===== config.mk =====
export PLATFORM = sky130hd
export DESIGN_NAME = ws_array_sequencer
export DESIGN_NICKNAME = d
export VERILOG_FILES = /design/src/rtl/ws_array_sequencer.sv
export SDC_FILE = /design/constraint.sdc
export NUM_CORES = 1
export LEC_CHECK = 0
export ABC_AREA = 1
export CAP_MARGIN = 20
export CORE_ASPECT_RATIO = 0.6
export CORE_MARGIN = 2
export CORE_UTILIZATION = 43
export DETAILED_ROUTE_END_ITERATION = 8
export GPL_ROUTABILITY_DRIVEN = 0
export PLACE_DENSITY_LB_ADDON = 0.2
export SLEW_MARGIN = 20
export SYNTH_ARGS = -nofsm -noshare
export SYNTH_HDL_FRONTEND = slang
export SYNTH_SLANG_ARGS = --single-unit

===== constraint.sdc =====
create_clock -name clk -period 1.5 [get_ports clk]
set_input_delay 0.45 -clock clk [delete_from_list [all_inputs] [get_ports clk]]
set_output_delay 0.45 -clock clk [all_outputs]
set_load 0.05 [all_outputs]

===== src/rtl/ws_array_sequencer.sv =====
// Sequencer for a weight-stationary SIZE x SIZE systolic array: loads a weight tile,
// streams row-skewed input vectors and deskews the column accumulators into aligned result rows.
module ws_array_sequencer #(
  parameter int BIT_WIDTH = 8,
  parameter int ACC_WIDTH = 32,
  parameter int SIZE      = 4,
  parameter int ARRAY_LAT = 4
) (
  input  logic                      clk,
  input  logic                      rst_n,
  input  logic                      start,
  input  logic [7:0]                num_vec,
  output logic                      busy,
  output logic                      done,
  input  logic [SIZE*BIT_WIDTH-1:0] wt_data,
  input  logic                      wt_valid,
  output logic                      wt_ready,
  input  logic [SIZE*BIT_WIDTH-1:0] in_data,
  input  logic                      in_valid,
  output logic                      in_ready,
  output logic                      arr_control,
  output logic [SIZE*BIT_WIDTH-1:0] arr_wt,
  output logic [SIZE*BIT_WIDTH-1:0] arr_data,
  input  logic [SIZE*ACC_WIDTH-1:0] arr_acc,
  output logic [SIZE*ACC_WIDTH-1:0] res_data,
  output logic                      res_valid
);

  localparam int TAG_LEN = ARRAY_LAT + SIZE;
  localparam int WCW     = (SIZE > 1) ? $clog2(SIZE) : 1;

  typedef enum logic [2:0] {
    IDLE,
    LOAD_WT,
    STREAM,
    DRAIN,
    DONE
  } state_t;

  state_t             state, state_nxt;
  logic [WCW-1:0]     wt_cnt;
  logic [7:0]         vec_left;
  logic [TAG_LEN-1:0] tag_q;
  logic               wt_fire, in_fire;

  assign wt_fire   = wt_valid && wt_ready;
  assign in_fire   = in_valid && in_ready;
  assign res_valid = tag_q[TAG_LEN-1];

  always_comb begin
    // NOTE: every signal gets a default before the case so no path can infer a latch.
    state_nxt = state;
    busy      = 1'b0;
    done      = 1'b0;
    wt_ready  = 1'b0;
    in_ready  = 1'b0;
    case (state)
      IDLE: begin
        if (start) state_nxt = LOAD_WT;
      end
      LOAD_WT: begin
        busy     = 1'b1;
        wt_ready = 1'b1;
        if (wt_valid && (wt_cnt == WCW'(SIZE - 1)))
          state_nxt = (vec_left == 8'd0) ? DRAIN : STREAM;
      end
      STREAM: begin
        busy     = 1'b1;
        in_ready = (vec_left != 8'd0);
        if (in_valid && (vec_left == 8'd1)) state_nxt = DRAIN;
      end
      DRAIN: begin
        busy = 1'b1;
        // The last result leaves the tag line this cycle when only the output stage is set.
        if (tag_q[TAG_LEN-2:0] == '0) state_nxt = DONE;
      end
      DONE: begin
        done      = 1'b1;
        state_nxt = IDLE;
      end
      default: state_nxt = IDLE;
    endcase
  end

  always_ff @(posedge clk) begin
    // NOTE: sequential state uses non-blocking assignments so every register samples pre-edge values.
    if (!rst_n) begin
      state       <= IDLE;
      wt_cnt      <= '0;
      vec_left    <= '0;
      arr_control <= 1'b0;
      arr_wt      <= '0;
      tag_q       <= '0;
    end else begin
      state       <= state_nxt;
      arr_control <= wt_fire;
      if (wt_fire) arr_wt <= wt_data;
      tag_q <= {tag_q[TAG_LEN-2:0], in_fire};
      if ((state == IDLE) && start) begin
        vec_left <= num_vec;
        wt_cnt   <= '0;
      end else begin
        if (wt_fire) wt_cnt <= wt_cnt + WCW'(1);
        if (in_fire) vec_left <= vec_left - 8'd1;
      end
    end
  end

  // Input skew: lane i sits behind i+1 registers so it reaches the array i cycles after lane 0.
  logic [BIT_WIDTH-1:0] lane_out [SIZE];

  for (genvar i = 0; i < SIZE; i++) begin : g_skew
    logic [BIT_WIDTH-1:0] pipe [i+1];
    always_ff @(posedge clk) begin
      if (!rst_n) begin
        for (int k = 0; k <= i; k++) pipe[k] <= '0;
      end else begin
        pipe[0] <= in_fire ? in_data[i*BIT_WIDTH +: BIT_WIDTH] : '0;
        for (int k = 1; k <= i; k++) pipe[k] <= pipe[k-1];
      end
    end
    assign lane_out[i] = pipe[i];
  end

  always_comb begin
    arr_data = '0;
    for (int i = 0; i < SIZE; i++) arr_data[i*BIT_WIDTH +: BIT_WIDTH] = lane_out[i];
  end

  // Output deskew: column j emerges j cycles after column 0, so it waits SIZE-1-j cycles.
  logic [ACC_WIDTH-1:0] col_aligned [SIZE];

  for (genvar j = 0; j < SIZE; j++) begin : g_deskew
    localparam int DEPTH = SIZE - 1 - j;
    if (DEPTH == 0) begin : g_direct
      assign col_aligned[j] = arr_acc[j*ACC_WIDTH +: ACC_WIDTH];
    end else begin : g_delay
      logic [ACC_WIDTH-1:0] pipe [DEPTH];
      always_ff @(posedge clk) begin
        if (!rst_n) begin
          for (int k = 0; k < DEPTH; k++) pipe[k] <= '0;
        end else begin
          pipe[0] <= arr_acc[j*ACC_WIDTH +: ACC_WIDTH];
          for (int k = 1; k < DEPTH; k++) pipe[k] <= pipe[k-1];
        end
      end
      assign col_aligned[j] = pipe[DEPTH-1];
    end
  end

  always_ff @(posedge clk) begin
    if (!rst_n) begin
      res_data <= '0;
    end else if (tag_q[TAG_LEN-2]) begin
      for (int j = 0; j < SIZE; j++) res_data[j*ACC_WIDTH +: ACC_WIDTH] <= col_aligned[j];
    end
  end

endmodule

==> results.sh <==
export IMPL_status="complete, but fails checks"
export IMPL_violations="negative setup slack"
export IMPL_path_common_cell="buf_4"
export IMPL_dr_pass1_iters=5
export IMPL_cts_sinks=454
export IMPL_initial_core_util=0.434
export IMPL_hold_buffers=0
export IMPL_worstSetupStartpointType="flip-flop"
export IMPL_report_final_setup_viol=7
export IMPL_layout_drive_gt1_share=0.280
export IMPL_whs_ns=0.274
export IMPL_clk_path_buf_depth=3
export IMPL_dpl_cell_area_um2=21100
export IMPL_fin_crit_ns=1.99
export IMPL_synthDistinctLibCells=27
export IMPL_maxCapViolations=0
export IMPL_tns_ns=-2.05
export IMPL_root_buffer="clkbuf_16"
export IMPL_die_height_um=146
export IMPL_grt_max_degree=95
export IMPL_holdCritPathClass="input pin to flip-flop"
export IMPL_synth_avg_cell_area_um2=8.30
export IMPL_dp_hpwl_mm=25.2
export IMPL_r2r_start="vec_left[1]"
export IMPL_ios=403
export IMPL_crit_path_start="vec_left[1]"
export IMPL_synth_net_count=1958
export IMPL_finish_net_count=2373
export IMPL_ys_seq_area_frac=0.626
export IMPL_wl_mm=36.9
export IMPL_finalMaxSlewViolations=0
export IMPL_p_sw_mw=8.02
export IMPL_cp_arrival_ns=2.41
export IMPL_grt_pass1_vias=11400
export IMPL_critical_path_slowest_cell="dfxtp_2"
export IMPL_slew_headroom=0.672
export IMPL_layout_common_cells="357 x nand2_1, 287 x inv_1, 286 x nor2_1"
export IMPL_path_clk_slew_ns=0.06
export IMPL_grt_pass1_wl_mm=58.1
export IMPL_ir_worst_vdd_mv=0.853
export IMPL_port_buffers=402
export IMPL_tightest_slew_ns=0.492
export IMPL_routed_via_density=4.39
export IMPL_cts_tree="built"
export IMPL_antenna_found_initial=4
export IMPL_p_int_mw=21.9
export IMPL_regToRegEndpoint="state[0]"
export IMPL_crit_chain="inv_2 > ha_4 > inv_2 > nor2_2 > nand2_2 > inv_2 > buf_4 > buf_4 > buf_4 > buf_4 > buf_4 > buf_4 > buf_4 > nand2_2 > o21ai_1 > nor2_1 > nor2_1"
export IMPL_final_common_cell="nand2_1"
export IMPL_reg2regPathDepth=17
export IMPL_cts_buffers=43
export IMPL_first_iter_violations=473
export IMPL_die_w_um=241
export IMPL_power_per_cell_area_nw_per_um2=1290
export IMPL_finalWorstSetupSlack_ns=-0.486
export IMPL_synthCells=1749
export IMPL_grt_usage=0.206
export IMPL_p_clk_frac=0.363
export IMPL_ant_nets=0
export IMPL_synth_warnings=0
export IMPL_h_tree_depth=2
export IMPL_grt_overflow=0
export IMPL_stdcell_area_um2=23200
export IMPL_worstSetupEndpoint="state[0]"
export IMPL_p_leak_nw=11.7
export IMPL_clock_fmax_mhz=504
export IMPL_combPwrFrac=0.201
export IMPL_swShare=0.268
export IMPL_slowest_delay_ns=0.35
export IMPL_core_um2=33400
export IMPL_finalHoldViolations=0
export IMPL_critPathKind="flip-flop to flip-flop"
export IMPL_clk_latency_ns=0.54
export IMPL_vias=11700
export IMPL_drcViolationCount=0
export IMPL_skew_ns=0.0115
export IMPL_die_area_um2=35300
export IMPL_areaGrowthSynthToFinish_pct=59.8
export IMPL_end_kind="flip-flop"
export IMPL_syn_cell_area_um2=14500
export IMPL_ff2ff_setup_slack_ns=-0.49
export IMPL_seq_power_share=0.435
export IMPL_required_ns=1.93
export IMPL_rsz0062_at_grt="true"
export IMPL_crit_fanout=2
export IMPL_fp_row_count=52
export IMPL_wl_per_cell_um=13.9
export IMPL_fin_crit_sh=1.32
export IMPL_synth_seq_cells=454
worst min path at each step:
stage                                   start                              to  slack [ns]  cells past startpoint
2_1_floorplan  g_deskew[0].g_delay.pipe[0][0]  g_deskew[0].g_delay.pipe[1][0]        0.39                      2
3_3_place_gp             g_skew[3].pipe[0][5]            g_skew[3].pipe[1][5]        0.39                      2
3_5_place_dp             g_skew[2].pipe[0][5]           g_skew[2].pipe[0][13]        0.39                      2
4_1_cts                                 rst_n                        tag_q[0]        0.24                      3
5_1_grt                                 rst_n                        state[2]        0.25                      3
6_report                                rst_n                        state[2]        0.27                      3
routing by layer:
layer,part of all wire,global-route usage,vias to the layer above
li1,-,-,5942
met1,0.42,0.260,5375
met2,0.48,0.340,296
met3,0.072,0.0605,67
met4,0.025,0.0645,0
met5,0,0,-
synthesized netlist by cell type (all sizes together):
cell type | number | area, um2
nor3 | 2 | 21.3
ha | 4 | 50.1
nand3 | 19 | 113
a21oi | 35 | 175
nor2 | 326 | 1310
nand4 | 1 | 6.26
inv | 302 | 1140
clkbuf | 55 | 206
o21ai | 136 | 681
or2 | 2 | 12.5
nor3b | 2 | 15.0
clkinv | 1 | 3.75
nand2 | 365 | 1380
dfxtp | 454 | 9090
buf | 45 | 312
cell families (layout without fill, tap and decap cells):
group | count (synthesis) | after routing | synth area share
AND/OR/NAND/NOR | 717 | 717 | 0.197
other | 0 | 3 | 0
AO/OA/AOI/OAI | 171 | 171 | 0.0590
flip-flops | 454 | 454 | 0.626
adder cells (fa/ha/maj) | 4 | 4 | 0.00345
buffers and inverters | 403 | 851 | 0.114
metrics by stage:
stage               setup slack [ns]  std cells  utilization  power, mW
floorplan                    -0.0371       1749            -       15.9
global placement              -0.279       2552        0.631       18.2
detailed placement            -0.344       2552        0.631       18.3
CTS                           -0.506       2647        0.688       29.8
global route                  -0.573       2659        0.693       31.2
finish                        -0.486       2659        0.693       29.9
power by group through the flow:
stage	Sequential [mW]	Clock, mW	Combinational [mW]
floorplan	13.6	0	2.24
global placement	13.2	0	5.00
detailed placement	13.3	0	5.08
CTS	13.0	11.2	5.58
global route	13.1	11.7	6.50
finish	13.0	10.9	6.03
sequential cells by signal (all words and copies together) (netlist names):
signal,flops
res_data,128
g_deskew.g_delay.pipe,192
vec_left,8
arr_control,1
state,3
wt_cnt,2
arr_wt,32
tag_q,8
g_skew.pipe,80
cell type report:
| class | instances | area [um2] |
|---|---|---|
| timing repair buffer | 470 | 6750 |
| multi-input combinational | 892 | 3880 |
| tap | 459 | 574 |
| fill | 2500 | 10300 |
| antenna | 3 | 7.51 |
| inverter | 303 | 1160 |
| sequential | 454 | 9380 |
| clock buffer | 54 | 1210 |
| clock inverter | 24 | 218 |
repair_timing:
item	CTS	global route
endpoints found under the setup margin	230	200
hold endpoints to repair	0	0
gates resized for setup	226	38
setup buffers	16	10
cloned	1	0
pin swaps	5	20
worst max-delay path: cells and delay by family (launching register included):
family | cells | cell delay [ns]
adders and majority gates | 1 | 0.15
and+or+nand+nor | 5 | 0.32
buffers and inverters | 10 | 0.99
AOI/OAI and AO/OA | 1 | 0.06
DFF | 1 | 0.35
(Power assumes the default switching activity.)
==> patch 1, RTL diff (same settings) <==
`BIT_WIDTH`: 8 -> 10.
--- a/src/rtl/ws_array_sequencer.sv
+++ b/src/rtl/ws_array_sequencer.sv
@@ -1,7 +1,7 @@
 // Sequencer for a weight-stationary SIZE x SIZE systolic array: loads a weight tile,
 // streams row-skewed input vectors and deskews the column accumulators into aligned result rows.
 module ws_array_sequencer #(
-  parameter int BIT_WIDTH = 8,
+  parameter int BIT_WIDTH = 10,
   parameter int ACC_WIDTH = 32,
   parameter int SIZE      = 4,
   parameter int ARRAY_LAT = 4
Ports: changed (resized arr_data, arr_wt, in_data and wt_data); port bits go from 403 to 435. The function was not compared with the original's and may differ.
==> patch 1 against the original RTL <==
- clock power increased by 11%
- largest cell class unchanged
- final cell count grew 4.6%
- fmax increased by 1.8%
- clock skew increased by 0.012 ns
- the run still ends with setup timing left
- routed wire length up 12%
- critical endpoint is now in_ready
- cell area rose by 7.0%
- worst hold slack improved by 0.032 ns
- total power rose by 7.8%
- sequential cell count increased by 28
- first-iteration DRC count up 29%
- area after synthesis increased by 5.6%
- setup slack improved by 0.036 ns
- largest power group unchanged
==> patch 1: results (changes against the original RTL) <==
[status]
outcome = finished, violations left
violations = setup timing

[placement]
place_hpwl_mm = 28.1  ; +12%
dp_slack_ns = -0.260  ; +0.0835 ns
place_area_um2 = 22400  ; +6.1%
dp_cells = 2686  ; +5.3%

[timing]
fin_ws_ns = -0.450  ; +0.0359 ns
holdWs_ns = 0.306  ; +0.0325 ns
skew_ns = 0.0239  ; +0.0125 ns
worst_slew_pin_slew_ns = 0.496  ; +0.00423 ns
setup_viol = 49  ; +42
timing.setup.tns_ns = -3.40  ; -1.35 ns

[critical_path]
cp_data_arrival_time_ns = 1.50  ; -0.91 ns
critPathLaunch = vec_left[6]$_SDFFE_PN0P_
max_stage_delay_ns = 0.33  ; -0.02 ns
reg2reg_setup_slack_ns = -0.09  ; +0.40 ns
r2r-end = g_skew[0].pipe[0][4]$_SDFF_PN0_
critPathMaxFanout = 3  ; +1

[grt]
grt_pass1_vias = 11835  ; +4.0%
grtUsageTotal_pct = 20.8  ; +0.23 points
grt_max_degree = 71  ; -25%
grt_antenna_before_repair = 2  ; -2

[synthesis]
ys_seq_area_share_pct = 62.9  ; +0.32 points
yosys-top-cells-area = dfxtp_1, nand2_1, nor2_1, inv_1, o21ai_0
synth_common_cells = dfxtp_1, nand2_1, nor2_1
syn-num-nets = 2076  ; +6.0%
syn_inst = 1851  ; +5.8%

[routing]
drt_wl_total_mm = 41.2  ; +12%
drt_iter0_markers = 608  ; +29%
drt-pass1-iter-count = 6  ; +1

[cells_and_area]
drive_gt1_share_pct = 27.6  ; -0.46 points
nets = 2506  ; +5.6%
final_cells = 2781  ; +4.6%
reg_top3 = g_deskew.g_delay.pipe (192), res_data (128), g_skew.pipe (100)

[clock_network]
clkTransAtPathRegs_ns = 0.06  ; about the same
numCtsBuffers = 44  ; +2.3%

## patch 1: layout make-up
cell class                      count  area, um^2
Clock inverter                     19         313
Fill cell                        2539       10300
Multi-Input combinational cell    936        4220
Clock buffer                       59        1260
Inverter                          324        1230
Tap cell                          467         584
Sequential cell                   482        9940
Timing Repair Buffer              493        7270
Antenna cell                        1        2.50
## patch 1: metal layers
metal | vias up | wire length, um | GRT usage [%] | share of wire (%)
met4 | 2 | 923 | 5.93 | 2.2
li1 | 6264 | - | - | -
met5 | - | 13 | 0 | 0.032
met1 | 5764 | 16900 | 25.1 | 41
met3 | 76 | 2950 | 6.27 | 7.2
met2 | 318 | 20500 | 36.1 | 50
## patch 1: kinds of logic (layout without fill, tap and decap cells)
group	Yosys count	count (layout)	share of synthesized area [%]
buffers and inverters	433	895	11.9
adder cells (fa/ha/maj)	4	4	0.327
flip-flops	482	482	62.9
other	0	1	0
AND/OR/NAND/NOR	753	753	19.0
AO/OA/AOI/OAI	179	179	5.85
## patch 1: worst max-delay path: cells and delay by family, from the launching register on
kind | cells | cell delay [ns]
buffers and inverters | 2 | 0.28
AO/OA/AOI/OAI | 1 | 0.08
flip-flops | 1 | 0.33
AND/OR/NAND/NOR | 2 | 0.27
## patch 1: repair_timing
item / CTS / global route
cloned: 0 / 4
setup endpoints to repair: 263 / 264
buffers inserted: 7 / 7
pin swaps: 3 / 15
gates resized for setup: 230 / 98
## patch 1: where the power goes
| group | leakage (nW) | switching, W | internal (W) | total (W) |
|---|---|---|---|---|
| sequential | 4.04 | 0.000400 | 0.0135 | 0.0139 |
| clock | 0.774 | 0.00478 | 0.00729 | 0.0121 |
| combinational | 7.58 | 0.00339 | 0.00292 | 0.00631 |
| total | 12.4 | 0.00858 | 0.0237 | 0.0323 |
==> patch 2, RTL diff (same settings) <==
Without the edit above. The 5 states of `state_t` get a Gray code encoding in 3 bits.
--- a/src/rtl/ws_array_sequencer.sv
+++ b/src/rtl/ws_array_sequencer.sv
@@ -30,11 +30,11 @@
   localparam int WCW     = (SIZE > 1) ? $clog2(SIZE) : 1;
 
   typedef enum logic [2:0] {
-    IDLE,
-    LOAD_WT,
-    STREAM,
-    DRAIN,
-    DONE
+    IDLE    = 3'b000,
+    LOAD_WT = 3'b001,
+    STREAM  = 3'b011,
+    DRAIN   = 3'b010,
+    DONE    = 3'b110
   } state_t;
 
   state_t             state, state_nxt;
Function: same outputs for any inputs over 10 cycles, from zero or initial values and one cycle with rst_n low; not proved beyond that.
==> patch 2 against the original RTL <==
- the flow still finishes with violations (setup timing)
- utilization is 0.94 points higher
- sequential cell count stayed put
- area after synthesis is 0.28% lower
- clock skew is 0.0042 ns higher
- register-to-register slack better by 0.48 ns
- combinational power is 14% lower
- worst hold slack worse by 0.040 ns
- routed wire length hardly changed
- total power is 4.0% lower
- cell area is 0.60% lower
- setup slack better by 0.053 ns
- count of clock-buffer cells in the layout is 1 higher
- global-route usage is 0.30 points higher
- critical path type is now flop to output pin
- largest power group unchanged
==> patch 2: results (changes against the original RTL) <==
[placement]
dp_slack_ns = -0.343  ; +0.00114 ns
place_hpwl_mm = 25.3  ; +0.65%
place_area_um2 = 21100  ; -0.26%

[critical_path]
cp_data_arrival_time_ns = 1.48  ; -0.93 ns
reg2reg_setup_slack_ns = -0.01  ; +0.48 ns
crit_end = in_ready
r2r-start = state[2]$_SDFFE_PN0P_
crit_family = flip-flops
worstRegToRegCells = 8  ; -9
critPathLaunch = vec_left[0]$_SDFFE_PN0P_

[grt]
gr-usage-met3_pct = 6.77  ; +0.72 points
grt_pass1_wl_mm = 59.3  ; +2.0%
use_met2_pct = 35.5  ; +1.5 points
grtUsageMet1_pct = 25.2  ; -0.71 points
grt_max_degree = 74  ; -22%
grtUsageTotal_pct = 20.9  ; +0.30 points

[timing]
holdWs_ns = 0.234  ; -0.0398 ns
skew_ns = 0.0157  ; +0.00422 ns
timing.setup.tns_ns = -1.54  ; +0.505 ns
setup_viol = 7  ; unchanged
slew_headroom_pct = 65.1  ; -2.1 points
fin_ws_ns = -0.432  ; +0.0534 ns

[synthesis]
yosys-top-cells-area = dfxtp_1, nand2_1, nor2_1, inv_1, o21ai_0
syn_avg_cell_area_um2 = 8.26  ; -0.40%
ys_seq_area_share_pct = 62.8  ; +0.18 points
synth_common_cells = dfxtp_1, nand2_1, nor2_1
synth_cell_types = 26  ; -3.7%

[cells_and_area]
nets = 2366  ; -0.29%

[routing]
wl_met3_mm = 2.81  ; +5.4%
vias = 11717  ; +0.32%
drt_wl_total_mm = 36.9  ; about the same
met1_length_mm = 15.4  ; -1.5%
drt_iter0_markers = 514  ; +8.7%

[status]
violations = setup timing
outcome = finished, violations left

[pwr]
ir_worst_vdd_mv = 0.823  ; -3.5%
power_leakage_nw = 11.6  ; about the same

[clock_network]
numCtsBuffers = 41  ; -4.7%

[hold_path]
worstHoldEndpoint = g_deskew[0].g_delay.pipe[2][9]$_SDFF_PN0_

patch 2: changes by cell type after synthesis, moves of 6 or more:
| cell | before | now |
|---|---|---|
| nor2_2 | 30 | 11 |
| inv_1 | 296 | 302 |
| nand2_1 | 364 | 329 |
| nor2_1 | 294 | 313 |
| nand3_1 | 17 | 49 |
| buf_2 | 18 | 25 |
patch 2: power by group:
part           internal (W)  switching, W  total (W)
sequential           0.0126      0.000329     0.0129
combinational       0.00255       0.00266    0.00521
clock               0.00603       0.00456     0.0106
total                0.0212       0.00755     0.0287
patch 2: logic make-up after synthesis:
family	Yosys count	share of synthesized area [%]
xor+xnor	1	0.0605
compound gates	171	5.99
buf+inv	408	11.4
flops	454	62.8
simple gates	713	19.4
fa+ha+maj	4	0.346
patch 2: area by class of cell:
class | instances | area (um^2)
antenna | 1 | 2.50
clock buffer | 55 | 1160
clock inverter | 20 | 223
fill | 2426 | 9750
inverter | 304 | 1140
multi-input combinational | 889 | 3840
sequential | 454 | 9370
tap | 450 | 563
timing repair buffer | 467 | 6750
